### src/rtl/icache_mem_arbiter.sv
// Shares one memory bus between the I-cache refill port and the D-cache port.
// Round-robin grant, one latched command outstanding, beats routed back to the owner.
module icache_mem_arbiter #(
   parameter int ADDR_W = 32,
   parameter int DATA_W = 32
) (
   input  logic                  clk,
   input  logic                  reset,
   input  logic                  io_i_cmd_valid,
   output logic                  io_i_cmd_ready,
   input  logic [ADDR_W-1:0]     io_i_cmd_payload_address,
   input  logic [2:0]            io_i_cmd_payload_size,
   output logic                  io_i_rsp_valid,
   output logic [DATA_W-1:0]     io_i_rsp_payload_data,
   output logic                  io_i_rsp_payload_error,
   input  logic                  io_d_cmd_valid,
   output logic                  io_d_cmd_ready,
   input  logic                  io_d_cmd_payload_wr,
   input  logic [ADDR_W-1:0]     io_d_cmd_payload_address,
   input  logic [DATA_W-1:0]     io_d_cmd_payload_data,
   input  logic [DATA_W/8-1:0]   io_d_cmd_payload_mask,
   input  logic [2:0]            io_d_cmd_payload_size,
   output logic                  io_d_rsp_valid,
   output logic [DATA_W-1:0]     io_d_rsp_payload_data,
   output logic                  io_d_rsp_payload_error,
   output logic                  io_mem_cmd_valid,
   input  logic                  io_mem_cmd_ready,
   output logic                  io_mem_cmd_payload_wr,
   output logic [ADDR_W-1:0]     io_mem_cmd_payload_address,
   output logic [DATA_W-1:0]     io_mem_cmd_payload_data,
   output logic [DATA_W/8-1:0]   io_mem_cmd_payload_mask,
   output logic [2:0]            io_mem_cmd_payload_size,
   input  logic                  io_mem_rsp_valid,
   input  logic [DATA_W-1:0]     io_mem_rsp_payload_data,
   input  logic                  io_mem_rsp_payload_error,
   output logic                  io_busy,
   output logic                  io_owner,
   output logic                  io_stray_rsp
);

   localparam int BEAT_LG = $clog2(DATA_W / 8);
   localparam int CNT_W   = (7 - BEAT_LG) > 5 ? (7 - BEAT_LG) : 5;

   typedef enum logic [1:0] {IDLE, CMD, RSP} arbState_t;

   arbState_t        state;
   logic             prio;
   logic             owner;
   logic [CNT_W-1:0] beatCnt;
   logic [CNT_W-1:0] lastCnt;
   logic             grantI;
   logic             grantD;
   logic             rspFire;

   // Grants are gated by reset so every output reads 0 while reset is held.
   assign grantI = reset && (state == IDLE) && io_i_cmd_valid && (!io_d_cmd_valid || !prio);
   assign grantD = reset && (state == IDLE) && io_d_cmd_valid && (!io_i_cmd_valid || prio);

   assign io_i_cmd_ready = grantI;
   assign io_d_cmd_ready = grantD;

   assign rspFire                = (state == RSP) && io_mem_rsp_valid;
   assign io_i_rsp_valid         = rspFire && !owner;
   assign io_d_rsp_valid         = rspFire && owner;
   assign io_i_rsp_payload_data  = io_i_rsp_valid ? io_mem_rsp_payload_data : '0;
   assign io_i_rsp_payload_error = io_i_rsp_valid && io_mem_rsp_payload_error;
   assign io_d_rsp_payload_data  = io_d_rsp_valid ? io_mem_rsp_payload_data : '0;
   assign io_d_rsp_payload_error = io_d_rsp_valid && io_mem_rsp_payload_error;

   assign io_stray_rsp     = reset && io_mem_rsp_valid && (state != RSP);
   assign io_busy          = (state != IDLE);
   assign io_owner         = owner;
   assign io_mem_cmd_valid = (state == CMD);

   // Index of the last beat: writes are single-beat, reads cover 2^size bytes.
   always_comb begin
      // NOTE: default first so no path through this block leaves lastCnt unassigned (no latch).
      lastCnt = '0;
      if (!io_mem_cmd_payload_wr && (io_mem_cmd_payload_size > 3'(BEAT_LG)))
         lastCnt = CNT_W'((32'd1 << (io_mem_cmd_payload_size - 3'(BEAT_LG))) - 32'd1);
   end

   always_ff @(posedge clk or negedge reset) begin
      if (!reset) begin
         // NOTE: all state updates below are non-blocking so every register samples pre-edge values.
         state                      <= IDLE;
         prio                       <= 1'b0;
         owner                      <= 1'b0;
         beatCnt                    <= '0;
         io_mem_cmd_payload_wr      <= 1'b0;
         io_mem_cmd_payload_address <= '0;
         io_mem_cmd_payload_data    <= '0;
         io_mem_cmd_payload_mask    <= '0;
         io_mem_cmd_payload_size    <= '0;
      end else begin
         case (state)
            IDLE: begin
               if (grantI || grantD) begin
                  owner                      <= grantD;
                  io_mem_cmd_payload_wr      <= grantD && io_d_cmd_payload_wr;
                  io_mem_cmd_payload_address <= grantD ? io_d_cmd_payload_address : io_i_cmd_payload_address;
                  io_mem_cmd_payload_data    <= grantD ? io_d_cmd_payload_data : '0;
                  io_mem_cmd_payload_mask    <= grantD ? io_d_cmd_payload_mask : '0;
                  io_mem_cmd_payload_size    <= grantD ? io_d_cmd_payload_size : io_i_cmd_payload_size;
                  state                      <= CMD;
               end
            end
            CMD: begin
               if (io_mem_cmd_ready) begin
                  beatCnt <= lastCnt;
                  state   <= RSP;
               end
            end
            RSP: begin
               if (io_mem_rsp_valid) begin
                  if (beatCnt == '0) begin
                     state <= IDLE;
                     prio  <= ~owner;
                  end else begin
                     beatCnt <= beatCnt - CNT_W'(1);
                  end
               end
            end
            default: state <= IDLE;
         endcase
      end
   end

endmodule
### config.mk
export PLATFORM = sky130hd
export DESIGN_NAME = icache_mem_arbiter
export DESIGN_NICKNAME = d
export VERILOG_FILES = /design/src/rtl/icache_mem_arbiter.sv
export SDC_FILE = /design/constraint.sdc
export NUM_CORES = 1
export LEC_CHECK = 0
export CAP_MARGIN = 40
export CORE_AREA = 2 2 114 116
export DETAILED_ROUTE_END_ITERATION = 12
export DIE_AREA = 0 0 116 118
export HOLD_SLACK_MARGIN = 0.1
export PLACE_DENSITY = 0.78
export SLEW_MARGIN = 20
export SYNTH_ARGS = -nofsm -noshare
export SYNTH_HDL_FRONTEND = slang
export SYNTH_SLANG_ARGS = --single-unit
export TNS_END_PERCENT = 1
### constraint.sdc
create_clock -name clk -period 1.9 [get_ports clk]
set_input_delay 0.38 -clock clk [delete_from_list [all_inputs] [get_ports clk]]
set_output_delay 0.38 -clock clk [all_outputs]
set_load 0.02 [all_outputs]
; Yosys cells after proc, flatten, opt, wreduce, memory -nomap -nowiden
; Cells that the tools add are included.
[totals]
register_bits = 81
in_bits = 146
out_inout_bits = 146
word_cells = 69
[classes]
addsub = 3
n_lt_le_gt_ge = 1
eq_ne = 8
n_shift = 1
mux = 16
bitwise_logic = 1
n_reduce_logical = 30
[ops]
columns = operator, count
row1 = $mux W32, 4
row2 = $mux W5, 4
row3 = $logic_and A1 B1 Y1, 14
row4 = $pmux W5 S2, 1
row5 = $sub A5 B1 Y5 const B, 2
row6 = $mux W2, 4
row7 = $reduce_and A4 Y1, 2
row8 = $ne A2 B1 Y1 const B, 3
row9 = $ne A2 B2 Y1 const B, 3
row10 = $pmux W2 S3, 1
row11 = $logic_not A1 Y1, 5
row12 = $logic_not A5 Y1, 1
row13 = $shl A1 B3 Y5 const A, 1
row14 = $mux W4, 1
row15 = $reduce_bool A2 Y1, 2
row16 = $gt A3 B2 Y1 const B, 1
row17 = $logic_or A1 B1 Y1, 3
row18 = $mux W3, 1
row19 = $reduce_and A3 Y1, 1
row20 = $sub A3 B2 Y3 const B, 1
row21 = $eq A2 B1 Y1 const B, 1
row22 = $eq A2 B2 Y1 const B, 1
row23 = $logic_not A2 Y1, 1
row24 = $reduce_and A2 Y1, 1
row25 = $not A1 Y1, 1

; Longest topological paths before layout
[logic_depth]
ltp_word = 7
mapped_depth = 6

; Least setup slack after synthesis
; Ideal clock, no wire load.
[synth_timing]
kind = register to output
startpoint = reg state[0]
endpoint = out io_i_rsp_payload_data[22]
arrival_ns = 1.496
setup_slack_ns = 0.024
stages_incl_launch_ff = 5
cell_sequence = dfrtp_1 > nand3b_1 > nor2_1 > clkbuf_1 > and2_1
[synth_via]
elab_chain_len = 4
[synth_rtl]
columns = element, line
row1 = from (decl), 46  ; arbState_t state;
row2 = from (signal assigned), 86  ; state <= IDLE;
row3 = from (signal assigned), 105  ; state <= CMD;
row4 = from (signal assigned), 111  ; state <= RSP;
row5 = $eq A2 B2 Y1, 62  ; assign rspFire = (state == RSP) && io_mem_rsp_valid;
row6 = $logic_and A1 B1 Y1, 62
row7 = $logic_and A1 B1 Y1, 63  ; assign io_i_rsp_valid = rspFire && !owner;
row8 = named net io_i_rsp_valid, 13  ; output logic io_i_rsp_valid,
row9 = $mux W32, 65  ; assign io_i_rsp_payload_data = io_i_rsp_valid ? io_mem_rsp_payload_data : '0;
row10 = to (decl), 14  ; output logic [DATA_W-1:0] io_i_rsp_payload_data,
; The timed path passes the listed nets, and every way through them passes these cells.

; Worst setup path after layout
[layout_timing]
startpoint = reg state[0]
endpoint = out io_d_rsp_payload_data[18]
[layout_via]
elab_chain_len = 4
[layout_rtl]
columns = element, line
row1 = $eq A2 B2 Y1, 62
row2 = $logic_and A1 B1 Y1, 62
row3 = $logic_and A1 B1 Y1, 64  ; assign io_d_rsp_valid = rspFire && owner;
row4 = $mux W32, 67  ; assign io_d_rsp_payload_data = io_d_rsp_valid ? io_mem_rsp_payload_data : '0;
row5 = to (decl), 24  ; output logic [DATA_W-1:0] io_d_rsp_payload_data,
; Every way passes these cells.

==> results.json <==
{
  "status": "finished with violations",
  "violations": "negative setup slack",
  "cts_sinks": 81,
  "period_share_pct": 103,
  "met2_usage_pct": 37.8,
  "initial_core_util_pct": 31.6,
  "power.share.combinational_pct": 52.8,
  "synthTopCellsByArea": "dfrtp_1 (52%), and2_1 (11%), a22o_1 (8.5%)",
  "gr-total-overflow": 0,
  "dpl.hpwl_mm": 11.0,
  "area.growth.synth_to_final_pct": 92.7,
  "core-area_um2": 12400,
  "yosys_register_bits": 81,
  "tightest_slew_ns": 0.504,
  "worst_slack_ns": -0.0534,
  "grt_pass1_vias": 4244,
  "dpl.cell_count": 873,
  "setup_viol_count_final": 68,
  "first_pass_iters": 4,
  "wl_per_cell_um": 15.8,
  "tns_ns": -1.45,
  "power_density_nw_per_um2": 1350,
  "rsz0062_at_grt": "yes",
  "antenna_left": 0,
  "synth_edf_count": 0,
  "hold_class": "input pin to async pin",
  "num_rows": 41,
  "fin_cells": 890,
  "skew_ns": 0.00766,
  "end_kind": "output port",
  "synth_most_common_cell": "dfrtp_1",
  "finalPower_w": 0.0102,
  "async_reset_ff_share_pct": 100,
  "grtUsageMet1_pct": 21.1,
  "fillCellCount": 1068,
  "antenna_found_initial": 0,
  "maxCapViolations": 0,
  "vdd_drop_max_v": 0.000895,
  "cts_setup_buffers": 0,
  "power_frac_clock_pct": 16.7,
  "synth_top_area_share_pct": 51.6,
  "cp_data_required_time_ns": 1.52,
  "synth_common_cells": "dfrtp_1 (81), nand2_1 (79), and2_1 (67)",
  "clk_path_buf_depth": 2,
  "pre_cts_slack_ns": -0.620,
  "synth_fp_nets": 563,
  "via_per_inst": 4.69,
  "synth-seq-area-share_pct": 51.6,
  "p_switching_w": 0.00390,
  "grt_util_all_layers_pct": 20.1,
  "crit_chain": "nor2b_2, and3_4, buf_12, and2_1, buf_6",
  "ys_types": 37,
  "crit_buf_inv": 2,
  "hold_slack_ns": 0.150,
  "multi_input_area_um2": 1760,
  "p_sw_share_pct": 38.2,
  "die_area_um2": 13700,
  "relSlewSlack_pct": 66.4,
  "top_usage_layer": "met2",
  "yosysTopAreaCell": "dfrtp_1",
  "max_freq_mhz": 512,
  "grt_start_max_net_pins": 72,
  "path_max_fanout": 34,
  "htreeDepth": 3,
  "die_height_um": 118,
  "synthFlopType": "dfrtp_1",
  "cp_slowest_cell": "dfrtp_1",
  "cts_tree": "yes",
  "grt_pass1_wl_mm": 21.6,
  "crit_family": "simple AND/OR/NAND/NOR gates",
  "fin_crit_ns": 1.95,
  "syn_avg_cell_area_um2": 9.51,
  "leakagePower_nw": 3.43,
  "critPathMaxStageDelay_ns": 0.42,
  "fin_nets": 863,
  "syn_area_um2": 3930,
  "crit_arrival_ns": 1.57,
  "clk_latency_ns": 0.33,
  "crit_type": "flop to output port",
  "use_met3_pct": 5.41,
  "dieWidth_um": 116,
  "slew_viol_final": 0,
  "numCtsBuffers": 9,
  "drive_above_1_share_pct": 17.8,
  "cp-start-kind": "flop",
  "regArea_um2": 2030,
  "ys_warn_count": 0,
  "ios": 292,
  "finalWirelength_mm": 14.1,
  "synth_cells": 413,
  "drcViolationCount": 0,
  "antenna_cells": 0,
  "drt_iter0_markers": 150,
  "vias": 4178,
  "hold_viol": 0,
  "clkTransAtPathRegs_ns": 0.06,
  "gp_congestion": 0.800,
  "p_seq_share_pct": 30.5,
  "portBuffers": 291,
  "cts-root-buf": "clkbuf_16",
  "p_int_w": 0.00631
}
==> placed cells by master (no fill, tap or decap), drive strengths merged, types with 2 or more instances in the layout <==
| master | instances |
|---|---|
| and2 | 67 |
| nand3 | 3 |
| and3 | 2 |
| nor2 | 40 |
| clkinvlp | 3 |
| nand2 | 79 |
| o32ai | 2 |
| a22o | 38 |
| nand3b | 2 |
| o21a | 2 |
| clkdlybuf4s50 | 214 |
| inv | 9 |
| nor2b | 3 |
| o21ai | 3 |
| dlymetal6s2s | 2 |
| o221ai | 2 |
| clkinv | 3 |
| buf | 96 |
| nor3b | 3 |
| clkbuf | 11 |
| dfrtp | 81 |
| ha | 4 |
| a31oi | 35 |
==> metal layers <==
layer	part of all wire (%)	up-vias	wire, µm
li1	-	2010	-
met1	35	1956	4990
met2	54	193	7560
met3	9.0	19	1260
met4	1.9	0	262
met5	0	-	0
==> worst register-to-register path, cell delays in order (launching register included) <==
cell and delay [ns]:
dfrtp_1 0.42, buf_4 0.16, nor3b_2 0.15, buf_4 0.15, o211ai_4 0.10, inv_2 0.11, buf_12 0.20, nor2_4 0.10
buf_12 0.16, a22o_1 0.19
==> flip-flops by register name (all words and copies together) (netlist names) <==
| register | cells |
|---|---|
| io_mem_cmd_payload_size | 3 |
| io_owner | 1 |
| beatCnt | 5 |
| io_mem_cmd_payload_address | 32 |
| prio | 1 |
| io_mem_cmd_payload_data | 32 |
| state | 2 |
| io_mem_cmd_payload_mask | 4 |
| io_mem_cmd_payload_wr | 1 |
==> path summary, 6_finish.rpt <==
kind | start | endpoint | slack (ns) | depth (start not counted)
setup reg to reg | state[0] | io_mem_cmd_payload_data[17] | 0.04 | 9
hold reg to reg | io_mem_cmd_payload_data[15] | io_mem_cmd_payload_data[15] | 0.50 | 1
hold / removal | reset | io_mem_cmd_payload_data[7] | 0.15 | 3
min in group clk | io_mem_cmd_payload_data[15] | io_mem_cmd_payload_data[15] | 0.50 | 1
setup / recovery | state[0] | io_d_rsp_payload_data[18] | -0.05 | 5
max in group asynchronous | reset | io_mem_cmd_payload_data[20] | 0.84 | 5
==> power by group through the flow <==
stage	registers [W]	clock network, W	logic (W)
after floorplan	0.00397	0	0.00170
after global routing	0.00323	0.00184	0.00576
final	0.00312	0.00171	0.00539
after detailed placement	0.00311	0	0.00538
after global placement	0.00309	0	0.00527
after CTS	0.00312	0.00176	0.00537
==> cell families after synthesis <==
logic type / Yosys count / share of synthesized area (%)
buffers and inverters: 36 / 4.21
AND/OR/NAND/NOR: 202 / 25.2
AO/OA/AOI/OAI: 87 / 16.9
XOR/XNOR: 2 / 0.446
multiplexers: 1 / 0.287
adder cells (fa/ha/maj): 4 / 1.27
flip-flops: 81 / 51.6
==> metrics by stage <==
stage / util [%] / instance area, µm²
finish: 61.0 / 7570
global route: 61.0 / 7570
CTS: 59.6 / 7390
detailed placement: 57.8 / 7170
global placement: 57.6 / 7150
floorplan: - / 3930
==> cell type report <==
type / instances / share of cell area (%)
timing repair buffer: 316 / 42.7
inverter: 9 / 0.446
clock buffer: 9 / 2.98
tap: 172 / 2.84
clock inverter: 7 / 0.942
multi-input combinational: 296 / 23.3
sequential: 81 / 26.8
==> what timing repair did <==
| action | CTS | global route |
|---|---|---|
| resized for setup | 367 | 66 |
| setup endpoints to repair | 112 | 134 |
| pin swaps | 1 | 3 |
| hold buffers | 1 | 0 |
| hold endpoints to repair | 3 | 0 |
(Power assumes the default switching activity.)
